<file path="src/rtl/lcd_pkg.sv">
// Shared types, colour constants and helpers for the RGB565 LCD timing generator.
package lcd_pkg;

    typedef enum logic [1:0] {
        PAT_SOLID = 2'd0,
        PAT_BARS  = 2'd1,
        PAT_RAMP  = 2'd2,
        PAT_CHECK = 2'd3
    } pattern_e;

    typedef struct packed {
        logic [4:0] r;
        logic [5:0] g;
        logic [4:0] b;
    } rgb565_t;

    localparam rgb565_t COL_WHITE   = rgb565_t'(16'hFFFF);
    localparam rgb565_t COL_YELLOW  = rgb565_t'(16'hFFE0);
    localparam rgb565_t COL_CYAN    = rgb565_t'(16'h07FF);
    localparam rgb565_t COL_GREEN   = rgb565_t'(16'h07E0);
    localparam rgb565_t COL_MAGENTA = rgb565_t'(16'hF81F);
    localparam rgb565_t COL_RED     = rgb565_t'(16'hF800);
    localparam rgb565_t COL_BLUE    = rgb565_t'(16'h001F);
    localparam rgb565_t COL_BLACK   = rgb565_t'(16'h0000);

    function automatic int lcd_total(input int active, input int fp, input int sync_w, input int bp);
        return active + fp + sync_w + bp;
    endfunction

    function automatic rgb565_t bar_colour(input logic [2:0] idx);
        case (idx)
            3'd0:    return COL_WHITE;
            3'd1:    return COL_YELLOW;
            3'd2:    return COL_CYAN;
            3'd3:    return COL_GREEN;
            3'd4:    return COL_MAGENTA;
            3'd5:    return COL_RED;
            3'd6:    return COL_BLUE;
            default: return COL_BLACK;
        endcase
    endfunction

endpackage

</file>
<file path="src/rtl/lcd_pattern_gen.sv">
// Combinational test-pattern source: maps pixel (x, y) to an RGB565 colour
// for the latched pattern mode. Registering is done by the timing generator.
module lcd_pattern_gen
    import lcd_pkg::*;
#(
    parameter int H_ACTIVE = 480,
    parameter int XW       = 9,
    parameter int YW       = 9
) (
    input  logic [XW-1:0] x,
    input  logic [YW-1:0] y,
    input  pattern_e      mode_q,
    input  rgb565_t       solid_q,
    output rgb565_t       rgb
);

    // Last bar absorbs any remainder when H_ACTIVE is not a multiple of 8.
    localparam int BAR_W = (H_ACTIVE >= 8) ? (H_ACTIVE >> 3) : 1;

    logic [XW-1:0] bar_q;
    logic [2:0]    bar;
    logic [7:0]    ramp_x;
    logic          chk;

    always_comb begin
        rgb    = '0;
        bar_q  = x / XW'(BAR_W);
        bar    = (bar_q > XW'(7)) ? 3'd7 : 3'(bar_q);
        ramp_x = 8'(x);
        chk    = (|(x & XW'(16))) ^ (|(y & YW'(16)));
        case (mode_q)
            PAT_SOLID: rgb = solid_q;
            PAT_BARS:  rgb = bar_colour(bar);
            PAT_RAMP:  rgb = '{r: 5'(ramp_x >> 3), g: 6'(ramp_x >> 2), b: 5'(ramp_x >> 3)};
            PAT_CHECK: rgb = chk ? COL_WHITE : COL_BLACK;
            default:   rgb = '0;
        endcase
    end

endmodule

</file>
<file path="src/rtl/lcd_timing_gen.sv">
// Parametrised RGB565 parallel-LCD timing generator with selectable test patterns.
// All panel outputs are registered and trail the h/v counters by one pclk.
module lcd_timing_gen
    import lcd_pkg::*;
#(
    parameter int H_ACTIVE = 480,
    parameter int H_FP     = 8,
    parameter int H_SYNC   = 4,
    parameter int H_BP     = 43,
    parameter int V_ACTIVE = 272,
    parameter int V_FP     = 8,
    parameter int V_SYNC   = 4,
    parameter int V_BP     = 12,
    parameter bit HS_POL   = 1'b0,
    parameter bit VS_POL   = 1'b0,
    localparam int XW      = (H_ACTIVE > 1) ? $clog2(H_ACTIVE) : 1,
    localparam int YW      = (V_ACTIVE > 1) ? $clog2(V_ACTIVE) : 1
) (
    input  logic          pclk,
    input  logic          rst,
    input  logic          en,
    input  logic [1:0]    mode,
    input  logic [15:0]   solid_rgb,
    output logic          LCD_DE,
    output logic          LCD_HSYNC,
    output logic          LCD_VSYNC,
    output logic [4:0]    LCD_R,
    output logic [5:0]    LCD_G,
    output logic [4:0]    LCD_B,
    output logic          frame_start,
    output logic [XW-1:0] pix_x,
    output logic [YW-1:0] pix_y
);

    localparam int H_TOTAL  = lcd_total(H_ACTIVE, H_FP, H_SYNC, H_BP);
    localparam int V_TOTAL  = lcd_total(V_ACTIVE, V_FP, V_SYNC, V_BP);
    localparam int HW       = $clog2(H_TOTAL);
    localparam int VW       = $clog2(V_TOTAL);
    localparam int HS_START = H_ACTIVE + H_FP;
    localparam int HS_END   = HS_START + H_SYNC - 1;
    localparam int VS_START = V_ACTIVE + V_FP;
    localparam int VS_END   = VS_START + V_SYNC - 1;

    if (H_FP <= 0 || H_SYNC <= 0 || H_BP <= 0 || V_FP <= 0 || V_SYNC <= 0 || V_BP <= 0) begin : g_bad_timing
        $error("lcd_timing_gen: porch and sync widths must be non-zero");
    end

    logic [HW-1:0] h_cnt;
    logic [VW-1:0] v_cnt;
    logic          en_q;
    logic          run;
    logic          en_rise;
    logic          h_last;
    logic          v_last;
    logic          frame_end;
    pattern_e      mode_q;
    rgb565_t       solid_q;
    logic          de_c;
    logic          hs_c;
    logic          vs_c;
    logic          fs_c;
    logic [XW-1:0] x_c;
    logic [YW-1:0] y_c;
    rgb565_t       pat_rgb;

    // The first enabled edge only latches the mode; counting starts on the next one,
    // so pixel (0,0) is always drawn with the freshly latched pattern.
    assign run       = en & en_q;
    assign en_rise   = en & ~en_q;
    assign h_last    = (h_cnt == HW'(H_TOTAL - 1));
    assign v_last    = (v_cnt == VW'(V_TOTAL - 1));
    assign frame_end = run & h_last & v_last;

    always_ff @(posedge pclk or negedge rst) begin
        if (!rst) begin
            en_q  <= 1'b0;
            h_cnt <= '0;
            v_cnt <= '0;
        end else begin
            en_q <= en;
            if (!run) begin
                h_cnt <= '0;
                v_cnt <= '0;
            end else if (h_last) begin
                h_cnt <= '0;
                v_cnt <= v_last ? '0 : v_cnt + 1'b1;
            end else begin
                h_cnt <= h_cnt + 1'b1;
            end
        end
    end

    always_ff @(posedge pclk or negedge rst) begin
        if (!rst) begin
            mode_q  <= PAT_SOLID;
            solid_q <= '0;
        end else if (en_rise || frame_end) begin
            mode_q  <= pattern_e'(mode);
            solid_q <= rgb565_t'(solid_rgb);
        end
    end

    always_comb begin
        de_c = (h_cnt < HW'(H_ACTIVE)) && (v_cnt < VW'(V_ACTIVE));
        hs_c = (h_cnt >= HW'(HS_START)) && (h_cnt <= HW'(HS_END));
        vs_c = (v_cnt >= VW'(VS_START)) && (v_cnt <= VW'(VS_END));
        fs_c = (h_cnt == '0) && (v_cnt == '0);
        x_c  = de_c ? h_cnt[XW-1:0] : '0;
        y_c  = de_c ? v_cnt[YW-1:0] : '0;
    end

    lcd_pattern_gen #(
        .H_ACTIVE (H_ACTIVE),
        .XW       (XW),
        .YW       (YW)
    ) u_pattern (
        .x       (x_c),
        .y       (y_c),
        .mode_q  (mode_q),
        .solid_q (solid_q),
        .rgb     (pat_rgb)
    );

    always_ff @(posedge pclk or negedge rst) begin
        if (!rst) begin
            LCD_DE                <= 1'b0;
            LCD_HSYNC             <= ~HS_POL;
            LCD_VSYNC             <= ~VS_POL;
            {LCD_R, LCD_G, LCD_B} <= '0;
            frame_start           <= 1'b0;
            pix_x                 <= '0;
            pix_y                 <= '0;
        end else if (!run) begin
            LCD_DE                <= 1'b0;
            LCD_HSYNC             <= ~HS_POL;
            LCD_VSYNC             <= ~VS_POL;
            {LCD_R, LCD_G, LCD_B} <= '0;
            frame_start           <= 1'b0;
            pix_x                 <= '0;
            pix_y                 <= '0;
        end else begin
            LCD_DE                <= de_c;
            LCD_HSYNC             <= hs_c ? HS_POL : ~HS_POL;
            LCD_VSYNC             <= vs_c ? VS_POL : ~VS_POL;
            {LCD_R, LCD_G, LCD_B} <= de_c ? pat_rgb : '0;
            frame_start           <= fs_c;
            pix_x                 <= x_c;
            pix_y                 <= y_c;
        end
    end

endmodule

</file>
<file path="config.mk">
export PLATFORM = sky130hd
export DESIGN_NAME = lcd_timing_gen
export DESIGN_NICKNAME = d
export VERILOG_FILES = /design/src/rtl/lcd_pkg.sv /design/src/rtl/lcd_pattern_gen.sv /design/src/rtl/lcd_timing_gen.sv
export SDC_FILE = /design/constraint.sdc
export NUM_CORES = 1
export LEC_CHECK = 0
export BUFFER_PORTS_ARGS = -buffer_cell sky130_fd_sc_hd__buf_2
export CAP_MARGIN = 30
export CORE_MARGIN = 10
export CORE_UTILIZATION = 50
export DETAILED_ROUTE_END_ITERATION = 8
export HOLD_SLACK_MARGIN = 0.1
export MAX_ROUTING_LAYER = met4
export PLACE_DENSITY = 0.84
export SYNTH_ARGS = -nofsm -noshare
export SYNTH_HDL_FRONTEND = slang
export SYNTH_SLANG_ARGS = --single-unit
</file>
<file path="constraint.sdc">
create_clock -name pclk -period 2.34 [get_ports pclk]
set_input_delay 0.117 -clock pclk [delete_from_list [all_inputs] [get_ports pclk]]
set_output_delay 0.117 -clock pclk [all_outputs]
set_load 0.005 [all_outputs]
</file>
# Word-level counts from Yosys, hierarchy flattened
# Index checks and enable logic that the tools add are counted.
[classes]
n_addsub = 2
div = 1
n_lt_le_gt_ge = 7
eq_ne = 12
n_mux = 23
n_bitwise = 6
n_reduce_logical = 9
[op_table]
columns = ["operator", "count"]
rows = [
  ["16-bit case mux with 7 select lines", 1],
  ["16-bit case mux with 4 select lines", 1],
  ["9-bit 2-to-1 mux", 7],
  ["16-bit 2-to-1 mux", 2],
  ["10-bit 2-to-1 mux", 2],
  ["10-bit by 1-bit adder with 10-bit output (second input constant)", 1],
  ["10-bit == test (second input constant)", 1],
  ["10-bit by 9-bit >= comparator with 1-bit output (second input constant)", 1],
  ["10-bit by 9-bit less-or-equal comparator with 1-bit output (second input constant)", 1],
  ["10-bit logical NOT", 1],
  ["10-bit by 9-bit < comparator with 1-bit output (second input constant)", 1],
  ["5-bit 2-to-1 mux", 2],
  ["9-bit by 1-bit adder with 9-bit output (second input constant)", 1],
  ["9-bit by 6-bit divider with 9-bit output (second input constant)", 1],
  ["3-bit == test (second input constant)", 3],
  ["9-bit == test (second input constant)", 1],
  ["9-bit >= comparator (second input constant)", 1],
  ["9-bit by 3-bit > comparator with 1-bit output (second input constant)", 1],
  ["9-bit less-or-equal comparator (second input constant)", 1],
  ["9-bit logical NOT", 1],
  ["9-bit < comparator (second input constant)", 1],
  ["3-bit by 2-bit == test with 1-bit output (second input constant)", 2],
  ["1-bit 2-to-1 mux", 6],
  ["6-bit 2-to-1 mux", 1],
  ["12 further kinds", 19],
]
[totals]
ff_bits = 76
input_bits = 21
output_inout_bits = 38

# Logic depth before layout (Yosys ltp)
# Gate-level depths: netlist of run 1.
[logic_depth]
ltp_word = 11
mapped_depth = 8
mapped_depth_nobuf = 7

# By module
# Synthesis of run 1 repeated with hierarchy kept, for this count alone.
[hier_totals]
cells_unflattened = 339
hier_area_um2 = 3612.2
[modules_own_cells]
columns = ["mod", "instances", "cells_each", "area_per_inst_um2", "seq_area_each_um2"]
rows = [
  ["lcd_timing_gen", 1, 263, 3151.8, 1904.3],
  ["lcd_pattern_gen", 1, 76, 460.4, 0.0],
]

# Worst setup path before layout of run 1
# Ideal clock, no wire load.
[synth_path]
path_kind = "reg2reg"
startpoint = "register h_cnt[8]"
endpoint = "register mode_q[0]"
setup_time_ps = 125
t_arrival_ps = 2388
required_time_ps = 2215
setup_slack_ps = -173
path_stages_with_launch = 8
path_cell_list = "dfrtp_1 -> buf_6 -> or4_4 -> or3_4 -> o41ai_4 -> nand2_4 -> buf_6 -> mux2_4"
[synth_between]
elab_chain_cells = 4
[synth_rtl]
columns = ["element", "line_no", "source"]
rows = [
  ["from (decl)", "lcd_timing_gen.sv:48", "logic [HW-1:0] h_cnt;"],
  ["from (signal assigned)", "lcd_timing_gen.sv:88", "h_cnt <= h_cnt + 1'b1;"],
  ["10-bit == test", "lcd_timing_gen.sv:70", "assign h_last = (h_cnt == HW'(H_TOTAL - 1));"],
  ["1-bit AND (2 in series)", "lcd_timing_gen.sv:72", "assign frame_end = run & h_last & v_last;"],
  ["1-bit logical OR", "lcd_timing_gen.sv:97", "end else if (en_rise || frame_end) begin"],
  ["to (signal assigned)", "lcd_timing_gen.sv:98", "mode_q <= pattern_e'(mode);"],
  ["to (decl)", "lcd_timing_gen.sv:56", "pattern_e mode_q;"],
]
# Every way passes these cells.
# A chain may end at the register's enable or synchronous reset.

# Worst setup path in the final report of run 1
[layout_path]
startpoint = "register h_cnt[7]"
endpoint = "register solid_q[10] (netlist name)"
[layout_between]
elab_chain_cells = 4
[layout_rtl]
columns = ["element", "line_no"]
rows = [
  ["10-bit == test", "lcd_timing_gen.sv:70"],
  ["1-bit AND (2 in series)", "lcd_timing_gen.sv:72"],
  ["1-bit logical OR", "lcd_timing_gen.sv:97"],
]
# Every way passes these cells.

==> results.py, run 1 <==
metrics = {
    "final_layout": {
        "final_area_um2": 4350,
        "n_antenna_cell": 0,
        "final_cell_count_no_fill": 489,
        "finalNetCount": 430,
        "area_delta_synth_final_pct": 26.3,
        "drive_above_1_share": 0.301,
        "fin_util": 0.644,
        "fillers": 482,
    },
    "place": {
        "place_ws_ps": 32.1,
        "dpl.hpwl_mm": 5.47,
        "io_buffer_count": 58,
        "dp.cells": 451,
        "place.gp.congestion": 0.884,
        "placed_area_um2": 3870,
    },
    "worst_setup_path": {
        "crit_path_max_incr_delay_ps": 550,
        "worst_setup_path_end_kind": "flip-flop",
        "slowest_stage": "or4_4",
        "crit_type": "reg -> reg",
        "crit_fanout": 9,
        "cp_cell_sequence": "or4_4 > or3_4 > o41ai_4 > buf_4 > nand2_8 > mux2_4",
        "startpoint_type": "flip-flop",
        "rr_worst_depth": 6,
        "worstPathArrival_ps": 2530,
        "cp_data_required_time_ps": 2570,
    },
    "sta": {
        "tightest_slew_ps": 769,
        "final-setup-viol-count": 0,
        "fin_skew_ps": 7.74,
        "finalWorstSetupSlack_ps": 41.0,
        "fmax_mhz": 435,
        "slew_violations": 0,
        "min_period_over_period": 0.982,
        "fin_setup_tns_ps": 0,
        "hold_viol_final": 0,
        "slew_headroom": 0.482,
        "whs_ps": 262,
        "min_period_ps": 2300,
    },
    "global_routing": {
        "grt_pass1_vias": 2626,
        "grt_first_pass_wirelength_mm": 13.2,
        "grt_max_degree": 31,
        "grtUsageTotal": 0.163,
        "antenna_found_initial": 0,
        "grt.overflow.total": 0,
    },
    "die": {
        "ios": 59,
        "rows": 30,
        "die_w_um": 103,
        "initial_core_util": 0.510,
        "fp.coreArea_um2": 6760,
        "die-area_um2": 10600,
        "dieHeight_um": 103,
    },
    "synthesis": {
        "yosysSeqAreaShare": 0.553,
        "synth_fa_ha_area_frac": 0.0182,
        "synth_warnings": 0,
        "syn_area_per_cell_um2": 10.9,
        "synth_edf_count": 0,
        "synth_seq_cells": 76,
        "synth-compound-area-share": 0.127,
        "synth_top_family_by_area": "simple AND/OR/NAND/NOR gates",
        "synthMuxAreaShare": 0.0697,
        "syn_inst": 317,
        "synthXorXnorAreaFrac": 0.0280,
        "synth.distinct_cells": 47,
        "synth-main-ff-cell": "dfrtp_1",
        "ys_async_sr_fraction": 1.00,
        "netlist_area_um2": 3440,
        "yosys.area_share.simple": 0.167,
        "syn_nets": 343,
    },
    "detailed_routing": {
        "wl_per_cell_um": 16.8,
        "first_pass_iters": 4,
        "routed_wl_mm": 8.21,
        "via_per_inst": 5.48,
        "ant_nets": 0,
        "num_vias": 2679,
        "drcViolationCount": 0,
        "drt_iter0_drc": 212,
    },
    "clocking": {
        "numCtsBuffers": 9,
        "clock_sinks": 76,
        "clockBufferDepth": 2,
        "cts_root_buffer": "clkbuf_8",
        "cts_tree": "yes",
        "clk_latency_ps": 350,
        "htree_levels": 3,
        "cts.clk_slew.worst_paths_ps": 80,
    },
    "power_and_ir_drop": {
        "p_leak_nw": 2.18,
        "finalPower_mw": 2.96,
        "power_density_nw_per_um2": 681,
        "ir_drop_mv": 0.267,
    },
    "status": {
        "status": "completed",
    },
    "min_path": {
        "hp-class": "in -> async",
    },
    "run": {
        "drv_cap": 0,
    },
}
-- critical path: cells and delay by family, from the launching register on --
kind	cells	cell delay [ps]
compound gates	1	200
buf+inv	1	220
flops	1	380
mux	1	330
simple gates	3	1060
-- layer usage --
layer	routed length, um	global-route usage
met3	384	0.0328
met1	3440	0.200
met4	214	0.0717
met5	0	-
met2	4160	0.255
-- sequential cells by signal (all words and copies together), names as in the netlist --
name         cells
frame_start      1
mode_q           2
solid_q         16
pix_x            9
LCD_G            6
LCD_R            5
LCD_B            5
LCD_DE           1
pix_y            9
LCD_VSYNC        1
h_cnt           10
en_q             1
v_cnt            9
LCD_HSYNC        1
-- layout make-up --
type / count / area [um^2] / area share
Clock inverter: 6 / 111 / 0.0256
Multi-Input combinational cell: 212 / 1430 / 0.329
Sequential cell: 76 / 1900 / 0.438
Timing Repair Buffer: 96 / 626 / 0.144
Inverter: 9 / 37.5 / 0.00863
Tap cell: 80 / 100 / 0.0230
Clock buffer: 10 / 138 / 0.0316
-- worst paths after layout --
check | slack, ps | endpoint | startpoint
worst max register to register | 40 | solid_q[10] | h_cnt[7]
worst min register to register | 510 | h_cnt[0] | h_cnt[0]
worst max-delay path | 40 | solid_q[10] | h_cnt[7]
max in group asynchronous | 1310 | LCD_B[3] | rst
min in group pclk | 510 | h_cnt[0] | h_cnt[0]
worst min-delay path | 260 | pix_x[1] | rst
-- kinds of logic (layout without fill, tap and decap cells) --
kind of cell             count (synthesis)  in the layout
adder cells (fa/ha/maj)                  5              5
buffers and inverters                   30            121
XOR/XNOR                                11             11
multiplexers                            18             18
AND/OR/NAND/NOR                        107            108
AO/OA/AOI/OAI                           70             70
flip-flops                              76             76
-- report_power, final --
part / internal, mW / switching [mW] / leakage (nW)
sequential: 1.38 / 0.0515 / 1.00
combinational: 0.153 / 0.160 / 1.05
clock: 0.737 / 0.477 / 0.122
total: 2.27 / 0.688 / 2.18
-- layout by cell type, fill, tap and decap left out, types with 7 or more instances in the layout --
| master | instances |
|---|---|
| mux2_2 | 8 |
| buf_2 | 58 |
| dfrtp_1 | 74 |
| mux2_4 | 10 |
| a21oi_1 | 20 |
| o21ai_0 | 26 |
| nor2_1 | 31 |
| clkbuf_8 | 10 |
| and3_1 | 20 |
| dlygate4sd3_1 | 20 |
| buf_4 | 18 |
| xnor2_1 | 7 |
| nand2_1 | 12 |
| inv_1 | 8 |
-- synthesized netlist by cell type, drive strengths merged, types with 2 or more instances --
cell type   n  share of area
nor2b       4         0.0073
nand3       6         0.0087
o31ai       2         0.0044
xnor2       7          0.018
a31oi       5         0.0091
a21o        2         0.0044
dfstp       2          0.015
nor3b       3         0.0065
nand4       6          0.011
a211oi      2         0.0044
and2        2         0.0036
o21ai      27          0.039
nand2b      5         0.0091
inv         9         0.0098
dfrtp      74           0.54
mux2       18          0.070
nand2      13          0.016
and3       20          0.036
xor2        4          0.010
o41ai       3          0.013
ha          5          0.018
nor2       31          0.034
buf         3         0.0076
nor3        4         0.0058
nor4        2         0.0036
or2         5         0.0091
or4         2         0.0054
clkbuf     18          0.020
nand4b      2         0.0051
a21oi      20          0.029
-- repair_timing --
item                       in CTS  in global routing
buffers inserted                0                  1
setup endpoints to repair       0                 23
hold buffers                   20                  0
resized for setup               0                  3
hold endpoints to repair       40                  0
Note: power is estimated with default switching activity, not from simulation.
==> run 2, diff against run 1 <==
RECOVER_POWER = 25   (was unset)
REMOVE_ABC_BUFFERS = 1   (was unset)
==> results.py, run 2 (synthesized netlist as in run 1, its figures left out) <==
metrics = {
    "detailed_routing": {
        "ant_nets": 0,
        "drt_iter0_drc": 257,
        "routed_wl_mm": 8.30,
        "drcViolationCount": 0,
        "drt-met1-wl_mm": 3.39,
        "first_pass_iters": 5,
        "via_per_inst": 5.65,
        "routed.top_layer": "met4",
        "routed-wl-met3_um": 494,
        "met2WireLength_mm": 4.18,
        "wl_per_cell_um": 16.9,
        "num_vias": 2782,
    },
    "worst_setup_path": {
        "startpoint_type": "flip-flop",
        "crit_type": "reg -> reg",
        "slowest_stage": "or4_4",
        "crit_path_max_incr_delay_ps": 550,
        "crit_fanout": 18,
        "cp_cell_sequence": "or4_4 > or3_4 > o41ai_4 > nand2_4 > buf_12 > mux2_4",
        "worstPathArrival_ps": 2510,
        "cp_data_required_time_ps": 2580,
        "worst_setup_path_end_kind": "flip-flop",
        "rr_worst_depth": 6,
    },
    "global_routing": {
        "grt_first_pass_wirelength_mm": 13.7,
        "antenna_found_initial": 0,
        "grt.overflow.total": 0,
        "grt_max_degree": 77,
        "grt_pass1_vias": 2778,
        "grtUsageTotal": 0.169,
    },
    "final_layout": {
        "final_area_um2": 4330,
        "largest-register": "solid_q",
        "drive_above_1_share": 0.228,
        "finalNetCount": 433,
        "top_regs": "solid_q x16, h_cnt x10",
        "final_cell_mix": "dfrtp_1, nor2_1, clkbuf_1",
        "final_common_cell": "dfrtp_1",
        "largest_reg_flops": 16,
        "n_antenna_cell": 0,
        "area_delta_synth_final_pct": 25.8,
        "fin_util": 0.641,
    },
    "clocking": {
        "clockBufferDepth": 2,
        "clk_latency_ps": 360,
        "clock_sinks": 76,
        "cts.clk_slew.worst_paths_ps": 80,
        "numCtsBuffers": 9,
        "cts_root_buffer": "clkbuf_8",
        "htree_levels": 3,
        "cts_tree": "yes",
    },
    "min_path": {
        "hp-class": "reg -> reg",
        "hold_depth": 1,
    },
    "place": {
        "io_buffer_count": 58,
        "place_ws_ps": -101,
        "placed_area_um2": 3900,
        "place.gp.congestion": 0.916,
        "dpl.hpwl_mm": 5.53,
    },
    "power_and_ir_drop": {
        "ir_drop_mv": 0.294,
        "finalPower_mw": 2.97,
        "power_density_nw_per_um2": 686,
        "p_leak_nw": 2.08,
    },
    "die": {
        "ios": 59,
        "dieHeight_um": 103,
        "die_w_um": 103,
        "fp.coreArea_um2": 6760,
        "initial_core_util": 0.510,
        "die-area_um2": 10600,
        "rows": 30,
    },
    "sta": {
        "fin_setup_tns_ps": 0,
        "fmax_mhz": 440,
        "tightest_slew_ps": 1790,
        "hold_viol_final": 0,
        "final-setup-viol-count": 0,
        "min_period_ps": 2270,
        "slew_violations": 77,
        "min_period_over_period": 0.971,
        "fin_skew_ps": 12.2,
        "rsz0062_at_grt": "true",
        "slew_headroom": -0.191,
        "finalWorstSetupSlack_ps": 66.8,
    },
    "status": {
        "violations": "max-capacitance violations, max-slew violations",
        "status": "finished, violations left",
    },
    "run": {
        "drv_cap": 1,
    },
}
==> run 2: changes by cell type in the layout (fill, tap and decap cells not counted), moves of 2 or more <==
cell,before,now
buf_2,58,26
buf_4,18,21
clkbuf_1,0,30
clkinv_4,1,4
clkinvlp_4,2,0
==> run 2: power breakdown <==
part	internal (mW)	switching, mW	total (mW)
sequential	1.38	0.0410	1.43
combinational	0.157	0.168	0.324
clock	0.715	0.505	1.22
==> run 2: routing by layer <==
| metal | GRT usage | up-vias |
|---|---|---|
| li1 | - | 1299 |
| met1 | 0.202 | 1346 |
| met2 | 0.268 | 112 |
| met3 | 0.0395 | 25 |
| met4 | 0.0770 | 0 |
| met5 | - | - |
==> run 2: metrics by stage <==
| step | hold WS (ps) | std cells |
|---|---|---|
| 2_1_floorplan | -179 | 296 |
| 3_3_place_gp | 295 | 455 |
| 3_5_place_dp | 305 | 455 |
| 4_1_cts | 476 | 492 |
| 5_1_grt | 522 | 492 |
| 6_report | 506 | 492 |
==> run 2: area by class of cell <==
class	count	area [um^2]
Multi-Input combinational cell	211	1420
Timing Repair Buffer	100	629
Inverter	9	33.8
Clock buffer	9	124
Fill cell	508	2420
Clock inverter	7	125
Tap cell	80	100
Sequential cell	76	1900
==> run 2: path summary, 6_finish.rpt <==
kind / from / to / slack [ps]
worst max-delay path: h_cnt[8] / solid_q[3] / 70
worst min-delay path: h_cnt[0] / h_cnt[0] / 510
worst max register to register: h_cnt[8] / solid_q[3] / 70
worst min register to register: h_cnt[0] / h_cnt[0] / 510
max in group asynchronous: rst / solid_q[5] / 520
min in group asynchronous: rst / LCD_G[3] / 790
==> run 2: worst max-delay path: cells and delay by family (launching register included) <==
| family | cells | cell delay, ps |
|---|---|---|
| AND/OR/NAND/NOR | 3 | 1030 |
| flip-flops | 1 | 390 |
| multiplexers | 1 | 310 |
| AO/OA/AOI/OAI | 1 | 260 |
| buffers and inverters | 1 | 170 |
==> run 2: timing repair <==
item                                   in CTS  in global routing
pin swaps                                   2                  0
gates resized for setup                     0                  1
setup endpoints to repair                  18                  6
buffers inserted                            1                  0
gates cloned                                0                  0
hold buffers                               20                  0
endpoints found under the hold margin      93                  0
